### src/rtl/palindrome_pkg.sv
// rtl/palindrome_pkg.sv - shared types and helpers for the palindrome source path
//
// Purpose:
//   Shared definitions for palindrome_tx and palindrome_ser.
//   - ptx_state_t : transmitter FSM states.
//   - mirror()    : reverses the low w bits of a half-word.
//   - width localparams used when the parameter is not otherwise supplied.
// Ports: none (package).
package palindrome_pkg;

  typedef enum logic [1:0] {
    IDLE  = 2'd0,
    SHIFT = 2'd1,
    DONE  = 2'd2
  } ptx_state_t;

  localparam int unsigned DEFAULT_WIDTH = 8;
  localparam int unsigned DEFAULT_HALF  = DEFAULT_WIDTH / 2;

  // Widest half-word mirror() can handle. Callers zero-extend their half-word
  // into this width and pass the real width in w.
  localparam int unsigned MIRROR_MAX = 32;

  // Returns h[w-1:0] with its bit order reversed, in bits [w-1:0] of the result:
  // result[i] = h[w-1-i]. The full vector is reversed and then shifted down so
  // the reversed low w bits land at the bottom; the zero padding falls off.
  function automatic logic [MIRROR_MAX-1:0] mirror(
    input logic [MIRROR_MAX-1:0] h,
    input int unsigned           w
  );
    logic [MIRROR_MAX-1:0] rev;
    for (int i = 0; i < MIRROR_MAX; i++) begin
      rev[i] = h[MIRROR_MAX-1-i];
    end
    return rev >> (MIRROR_MAX - w);
  endfunction

endpackage

### src/rtl/palindrome_ser.sv
// rtl/palindrome_ser.sv - MSB-first serialiser with valid/ready and first/last flags
//
// Purpose:
//   WIDTH-bit shift register plus a down-counting bit index. Loaded in
//   parallel, then shifted out MSB-first one bit per accepted transfer.
// Ports:
//   clk        in   rising-edge clock
//   rst        in   synchronous active-high reset
//   load       in   parallel-load load_word and set idx to WIDTH-1
//   load_word  in   WIDTH-bit word to serialise
//   shift_en   in   owner is in its shifting phase; drives ser_valid
//   ser_ready  in   sink accepts the current bit
//   ser_valid  out  current bit is valid
//   ser_bit    out  current bit (MSB first)
//   ser_first  out  current bit is bit WIDTH-1
//   ser_last   out  current bit is bit 0
//   last_xfer  out  bit 0 is being accepted this cycle
module palindrome_ser #(
  parameter int WIDTH = 8
) (
  input  logic             clk,
  input  logic             rst,
  input  logic             load,
  input  logic [WIDTH-1:0] load_word,
  input  logic             shift_en,
  input  logic             ser_ready,
  output logic             ser_valid,
  output logic             ser_bit,
  output logic             ser_first,
  output logic             ser_last,
  output logic             last_xfer
);

  localparam int IDX_W = (WIDTH > 2) ? $clog2(WIDTH) : 1;
  localparam logic [IDX_W-1:0] IDX_TOP = IDX_W'(WIDTH - 1);

  logic [WIDTH-1:0] sreg;
  logic [IDX_W-1:0] idx;
  logic             xfer;

  assign xfer = shift_en && ser_ready;

  // Without a transfer nothing moves, so a stalled sink sees the same bit
  // and flags until it accepts.
  always_ff @(posedge clk) begin
    if (rst) begin
      sreg <= '0;
      idx  <= '0;
    end else if (load) begin
      sreg <= load_word;
      idx  <= IDX_TOP;
    end else if (xfer) begin
      sreg <= {sreg[WIDTH-2:0], 1'b0};
      if (idx != '0) begin
        idx <= idx - 1'b1;
      end
    end
  end

  // Gated by shift_en so the stream outputs read 0 outside the shifting phase.
  assign ser_valid = shift_en;
  assign ser_bit   = shift_en && sreg[WIDTH-1];
  assign ser_first = shift_en && (idx == IDX_TOP);
  assign ser_last  = shift_en && (idx == '0);
  assign last_xfer = xfer && (idx == '0);

endmodule

### src/rtl/palindrome_tx.sv
// rtl/palindrome_tx.sv - palindrome word builder and MSB-first bit-stream transmitter
//
// Purpose:
//   Builds word = {h, mirror(h)} from a half-word h taken from in_half
//   (manual mode) or from an internal enumeration counter (auto mode),
//   serialises it MSB-first and holds it on par_word for the detector.
//   FSM: IDLE -> SHIFT -> DONE -> IDLE.
// Ports:
//   clk        in   rising-edge clock
//   rst        in   synchronous active-high reset
//   mode_auto  in   1 = half-word from counter, 0 = from in_half (sampled in IDLE)
//   in_valid   in   in_half valid (manual mode only)
//   in_half    in   WIDTH/2-bit upper half of the word
//   in_ready   out  can accept a new word (IDLE)
//   ser_valid  out  ser_bit valid
//   ser_ready  in   sink accepts ser_bit
//   ser_bit    out  serial bit, MSB first
//   ser_first  out  first bit of the word
//   ser_last   out  last bit of the word
//   par_word   out  last word built, held until the next load
//   word_done  out  one-cycle pulse after the last bit is accepted
module palindrome_tx
  import palindrome_pkg::*;
#(
  parameter int WIDTH = 8
) (
  input  logic                 clk,
  input  logic                 rst,
  input  logic                 mode_auto,
  input  logic                 in_valid,
  input  logic [WIDTH/2-1:0]   in_half,
  output logic                 in_ready,
  output logic                 ser_valid,
  input  logic                 ser_ready,
  output logic                 ser_bit,
  output logic                 ser_first,
  output logic                 ser_last,
  output logic [WIDTH-1:0]     par_word,
  output logic                 word_done
);

  localparam int unsigned HALF = WIDTH / 2;

  if ((WIDTH < 2) || ((WIDTH % 2) != 0) || (HALF > MIRROR_MAX)) begin : g_width_check
    $error("palindrome_tx: WIDTH must be even, >= 2 and <= 2*MIRROR_MAX");
  end

  ptx_state_t       state;
  ptx_state_t       next_state;
  logic [HALF-1:0]  count;
  logic             word_auto;
  logic [HALF-1:0]  src_half;
  logic [WIDTH-1:0] new_word;
  logic             load;
  logic             shift_en;
  logic             last_xfer;

  // Auto mode reloads on every IDLE cycle, so it never waits on in_valid.
  assign load     = (state == IDLE) && (mode_auto || in_valid);
  assign src_half = mode_auto ? count : in_half;
  assign new_word = {src_half, HALF'(mirror(MIRROR_MAX'(src_half), HALF))};

  // State register.
  always_ff @(posedge clk) begin
    if (rst) begin
      state <= IDLE;
    end else begin
      state <= next_state;
    end
  end

  // Next-state logic.
  always_comb begin
    next_state = state;
    unique case (state)
      IDLE:    if (load)      next_state = SHIFT;
      SHIFT:   if (last_xfer) next_state = DONE;
      DONE:                   next_state = IDLE;
      default:                next_state = IDLE;
    endcase
  end

  // Output logic. in_ready is also gated by rst so it reads 0 for the whole
  // reset, not just from the second reset cycle onwards.
  always_comb begin
    in_ready  = 1'b0;
    shift_en  = 1'b0;
    word_done = 1'b0;
    unique case (state)
      IDLE:    in_ready  = !rst;
      SHIFT:   shift_en  = 1'b1;
      DONE:    word_done = 1'b1;
      default: ;
    endcase
  end

  // par_word, enumeration counter and the per-word mode capture. The mode is
  // captured at load so a mid-word toggle of mode_auto cannot change whether
  // the counter advances for the word in flight.
  always_ff @(posedge clk) begin
    if (rst) begin
      par_word  <= '0;
      count     <= '0;
      word_auto <= 1'b0;
    end else begin
      if (load) begin
        par_word  <= new_word;
        word_auto <= mode_auto;
      end
      if ((state == DONE) && word_auto) begin
        count <= count + 1'b1;
      end
    end
  end

  palindrome_ser #(
    .WIDTH (WIDTH)
  ) u_ser (
    .clk       (clk),
    .rst       (rst),
    .load      (load),
    .load_word (new_word),
    .shift_en  (shift_en),
    .ser_ready (ser_ready),
    .ser_valid (ser_valid),
    .ser_bit   (ser_bit),
    .ser_first (ser_first),
    .ser_last  (ser_last),
    .last_xfer (last_xfer)
  );

endmodule

### config.mk
export PLATFORM = sky130hd
export DESIGN_NAME = palindrome_tx
export DESIGN_NICKNAME = d
export VERILOG_FILES = /design/src/rtl/palindrome_pkg.sv /design/src/rtl/palindrome_ser.sv /design/src/rtl/palindrome_tx.sv
export SDC_FILE = /design/constraint.sdc
export NUM_CORES = 1
export LEC_CHECK = 0
export CAP_MARGIN = 20
export CORE_MARGIN = 2
export CORE_UTILIZATION = 49
export DETAILED_ROUTE_END_ITERATION = 12
export GPL_ROUTABILITY_DRIVEN = 0
export PLACE_DENSITY_LB_ADDON = 0.1
export SETUP_SLACK_MARGIN = 0.1
export SYNTH_ARGS = -nofsm -noshare
export SYNTH_HDL_FRONTEND = slang
export SYNTH_SLANG_ARGS = --single-unit
### constraint.sdc
create_clock -name clk -period 1.38 [get_ports clk]
set_input_delay 0.276 -clock clk [delete_from_list [all_inputs] [get_ports clk]]
set_output_delay 0.276 -clock clk [all_outputs]
set_load 0.03 [all_outputs]
==> impl.org <==
** Route
- After detailed routing, the number of vias per cell comes to approximately 5.5.
- Number of violations reported at the end of detailed-routing iteration 0 :: 28
- After detailed routing, the number of remaining DRC violations is 0.
- The final route contains 1069 vias.
- After detailed routing, the average wire length per cell comes to 15.4 um.
- The count of nets left with antenna violations once routing finished came out at 0.
- Final wirelength :: 3.01 mm
- The first detailed-routing pass took 4 iterations.

** Floorplanning
- 23 I/O pins were placed.
- Once the floorplan was initialized, standard cells occupied about 53% of the core.
- The floorplan step defined a core boundary enclosing 2000 um2.
- Number of placement rows :: 16
- Chip Height :: 50.6 um
- In this run the horizontal extent of the chip is 50.6 um.
- The die covers 2560 um2.

** Global routing
- Via count of the first global-routing pass :: 920
- Global-route wire length before repair :: roughly 4.1 mm
- Total routing usage reported by global routing :: between 20 and 25%
- For this run the aggregate overflow at the end of global routing stands at 0.
- Pin count of the biggest net entering global routing :: 15
- The number of antenna violations at the first check in global routing came to 0.

** Yosys
- Net Count, Synth :: 140
- Dividing the synthesized area by the synthesized cell count gives 8.36 um2.
- During synthesis, Yosys emitted a total of 0 warnings.
- Number of enable flip-flop cells after synthesis :: 0
- Number of distinct library cells after synthesis :: 35
- Leading post-synthesis cells by instance count :: 22 x dfxtp_1, 14 x nand2_1, 11 x a21oi_1
- Primary FF master, synth :: dfxtp_1
- Synthesis handed over a netlist of 127 instances.
- Cell type contributing the most total cell area after synthesis :: dfxtp_1
- Sequential cell area fraction in the yosys report :: 41.5%
- Async set-or-reset flop fraction in the synthesized netlist :: 0%
- The synthesized design contains 22 register bits.
- By area the synthesized netlist is led by dfxtp_1 41%, a21oi_1 5.2%, nand2_1 4.9%, ha_1 4.7%, o211ai_1 4.2%.
- Post-synthesis instance area :: around 1100 um2
- dfxtp_1 is the most common cell in the netlist.
- Share of Yosys cell area claimed by the top area cell type :: a little over 40%

** Cells and area
- In the final layout, the multi-input gates occupy 723 um2.
- Number of fill cells in the layout :: 105
- Cells with a size suffix above 1 make up 51.2% of the layout.
- Register area :: 450 um2
- Util after Layout :: 84.8%
- Post-route standard cell area excluding fillers :: 1700 um2
- The repair_antennas step left the layout with diodes totalling 0.
- Final Net Count :: 182
- Syn-to-layout area delta :: 59.7%

** Critical path
- Crit path required time :: 1620 ps
- For this run, the slowest stage of the critical path takes 380 ps.
- Counting stages on the worst path, the most repeated cell is buf_4.
- Path type of the worst setup path :: reg -> reg
- Critical Path Source Type :: flop
- Cell chain of the critical path :: buf_6 -> and2b_1 -> buf_4 -> nor3_2 -> buf_4 -> o211ai_1 -> a21oi_1
- For the worst setup path, the data arrival time is 1720 ps.
- The worst setup path is captured at a flop.
- The slowest stage of the critical path belongs to the cell dfxtp_4.
- The critical path starts at state[0]$_SDFFE_PP0P_.
- Largest fanout on the critical path :: 7
- The worst register-to-register path has a setup slack of -100 ps.
- The startpoint identified for the worst register-to-register timing path is state[0]$_SDFFE_PP0P_.

** Timing
- Headroom to the max-slew limit came out at 77.8%.
- The final critical path takes up 108% of the cycle.
- Timing would allow up to 0.674 GHz.
- PnR worst setup slack :: -104 ps
- Clock period minus final worst setup slack :: 1480 ps
- Setup TNS :: -374 ps
- Final number of max-transition violations :: 0
- Slew at the pin closest to its max-slew limit :: roughly 330 ps
- Final number of setup-violating endpoints :: 6
- Unrepaired setup endpoints after global routing :: yes
- The hold violation total from the final report is 0.
- Layout Skew :: between 5 and 6 ps

** Outcome
- The run finished, with violations left.
- The checks that failed: setup timing.

** Place
- Post-DP Area :: 1330 um2
- Hpwl dp :: between 1.5 and 2 mm
- Buffers placed on the I/O ports in this run total 22.

** Clock tree
- Source-to-sink clock delay at the later pin of the worst-skew pair :: roughly 310 ps
- Number of hold-repair buffers added at the cts stage :: 0
- Counting along the longest clock path gives a buffer depth of 2.
- Number of levels the H-tree was split into :: 1
- Clock-pin slew was measured on the worst setup and hold paths at 130 ps.
- CTS Buf Count :: 3
- Clock sinks :: 22
- TritonCTS built the clock tree.
- CTS placed an instance of clkbuf_4 at the clock tree root.

** Power
- VDD sags by at most 0.000886 V.
- Total Power Consumption :: 1.84 mW
- Power Density :: 1080 nW/um2
- Total leakage power :: approximately 0.70 nW

** Flow run
- Max-cap violations in this run came to 0.

** Worst hold path
- The worst hold path begins at par_word[0]$_SDFFE_PP0P_.
- In this run the worst hold path is classified as reg -> reg.
-- state kept, by name, indices dropped and copies added, names as in the netlist --
signal,flops
u_ser.sreg,8
count,4
par_word,4
u_ser.idx,3
state,2
word_auto,1
-- power breakdown --
group,switching [mW],internal (mW)
clock,0.201,0.294
combinational,0.325,0.285
sequential,0.0432,0.690
-- layout by cell type, fill, tap and decap left out, drive strengths merged --
cell / netlist / final
clkdlybuf4s50: 0 / 8
nor2b: 4 / 4
bufinv: 0 / 1
clkbuf: 2 / 3
or2: 1 / 1
inv: 7 / 7
buf: 8 / 39
and2: 1 / 1
o211ai: 6 / 6
nor2: 11 / 11
ha: 4 / 4
a211oi: 1 / 1
nand2: 14 / 14
xor2: 3 / 3
xnor2: 2 / 2
and2b: 1 / 1
and3: 1 / 1
dfxtp: 22 / 22
nand3: 1 / 1
o21ai: 6 / 6
nor4: 1 / 1
nor3b: 3 / 3
a21oi: 12 / 12
and3b: 1 / 1
nand2b: 2 / 2
a22oi: 1 / 1
o21a: 1 / 1
nor3: 6 / 6
a31oi: 1 / 1
or3: 1 / 1
nand4: 2 / 2
mux2i: 1 / 1
-- critical path: cells and delay by family (launching register included) --
kind / cells / cell delay, ps
buffers and inverters: 3 / 440
flip-flops: 1 / 380
AND/OR/NAND/NOR: 2 / 270
AO/OA/AOI/OAI: 2 / 320
-- kinds of logic after synthesis --
family	after synthesis	share of synthesized area, %
AO/OA/AOI/OAI	28	15.8
flip-flops	22	41.5
XOR/XNOR	5	4.12
adder cells (fa/ha/maj)	4	4.71
buffers and inverters	17	7.89
multiplexers	1	0.942
AND/OR/NAND/NOR	50	25.1
-- path summary, 6_finish.rpt --
kind / to / depth (start not counted)
max: u_ser.sreg[1]$_SDFFE_PP0P_ / 7
max reg2reg: u_ser.sreg[1]$_SDFFE_PP0P_ / 7
min: par_word[0]$_SDFFE_PP0P_ / 2
min reg2reg: par_word[0]$_SDFFE_PP0P_ / 2
-- final cells by class --
type	instances	area share, %
Tap cell	27	1.99
Sequential cell	22	26.5
Multi-Input combinational cell	88	42.6
Clock buffer	3	1.33
Clock inverter	1	1.77
Inverter	7	1.84
Timing Repair Buffer	47	23.9
-- per-stage QoR --
step / hold WS (ps) / std cells / setup slack (ps)
6_report: 474 / 195 / -104
5_1_grt: 492 / 195 / -185
4_1_cts: 480 / 191 / -72.0
3_5_place_dp: 451 / 177 / -342
3_3_place_gp: 448 / 177 / -327
2_1_floorplan: 354 / 127 / 36.0
-- routing by layer --
layer	routed length [um]	track usage (%)
met1	1220	25.7
met3	153	4.46
met4	70	9.46
met2	1560	37.9
met5	0	0
-- repair_timing --
action	4_1_cts	5_1_grt
gates resized for setup	57	47
pin swaps	21	14
setup buffers	11	6
gates cloned	0	0
setup endpoints to repair	25	33
Power figures use the tool's default switching activity.
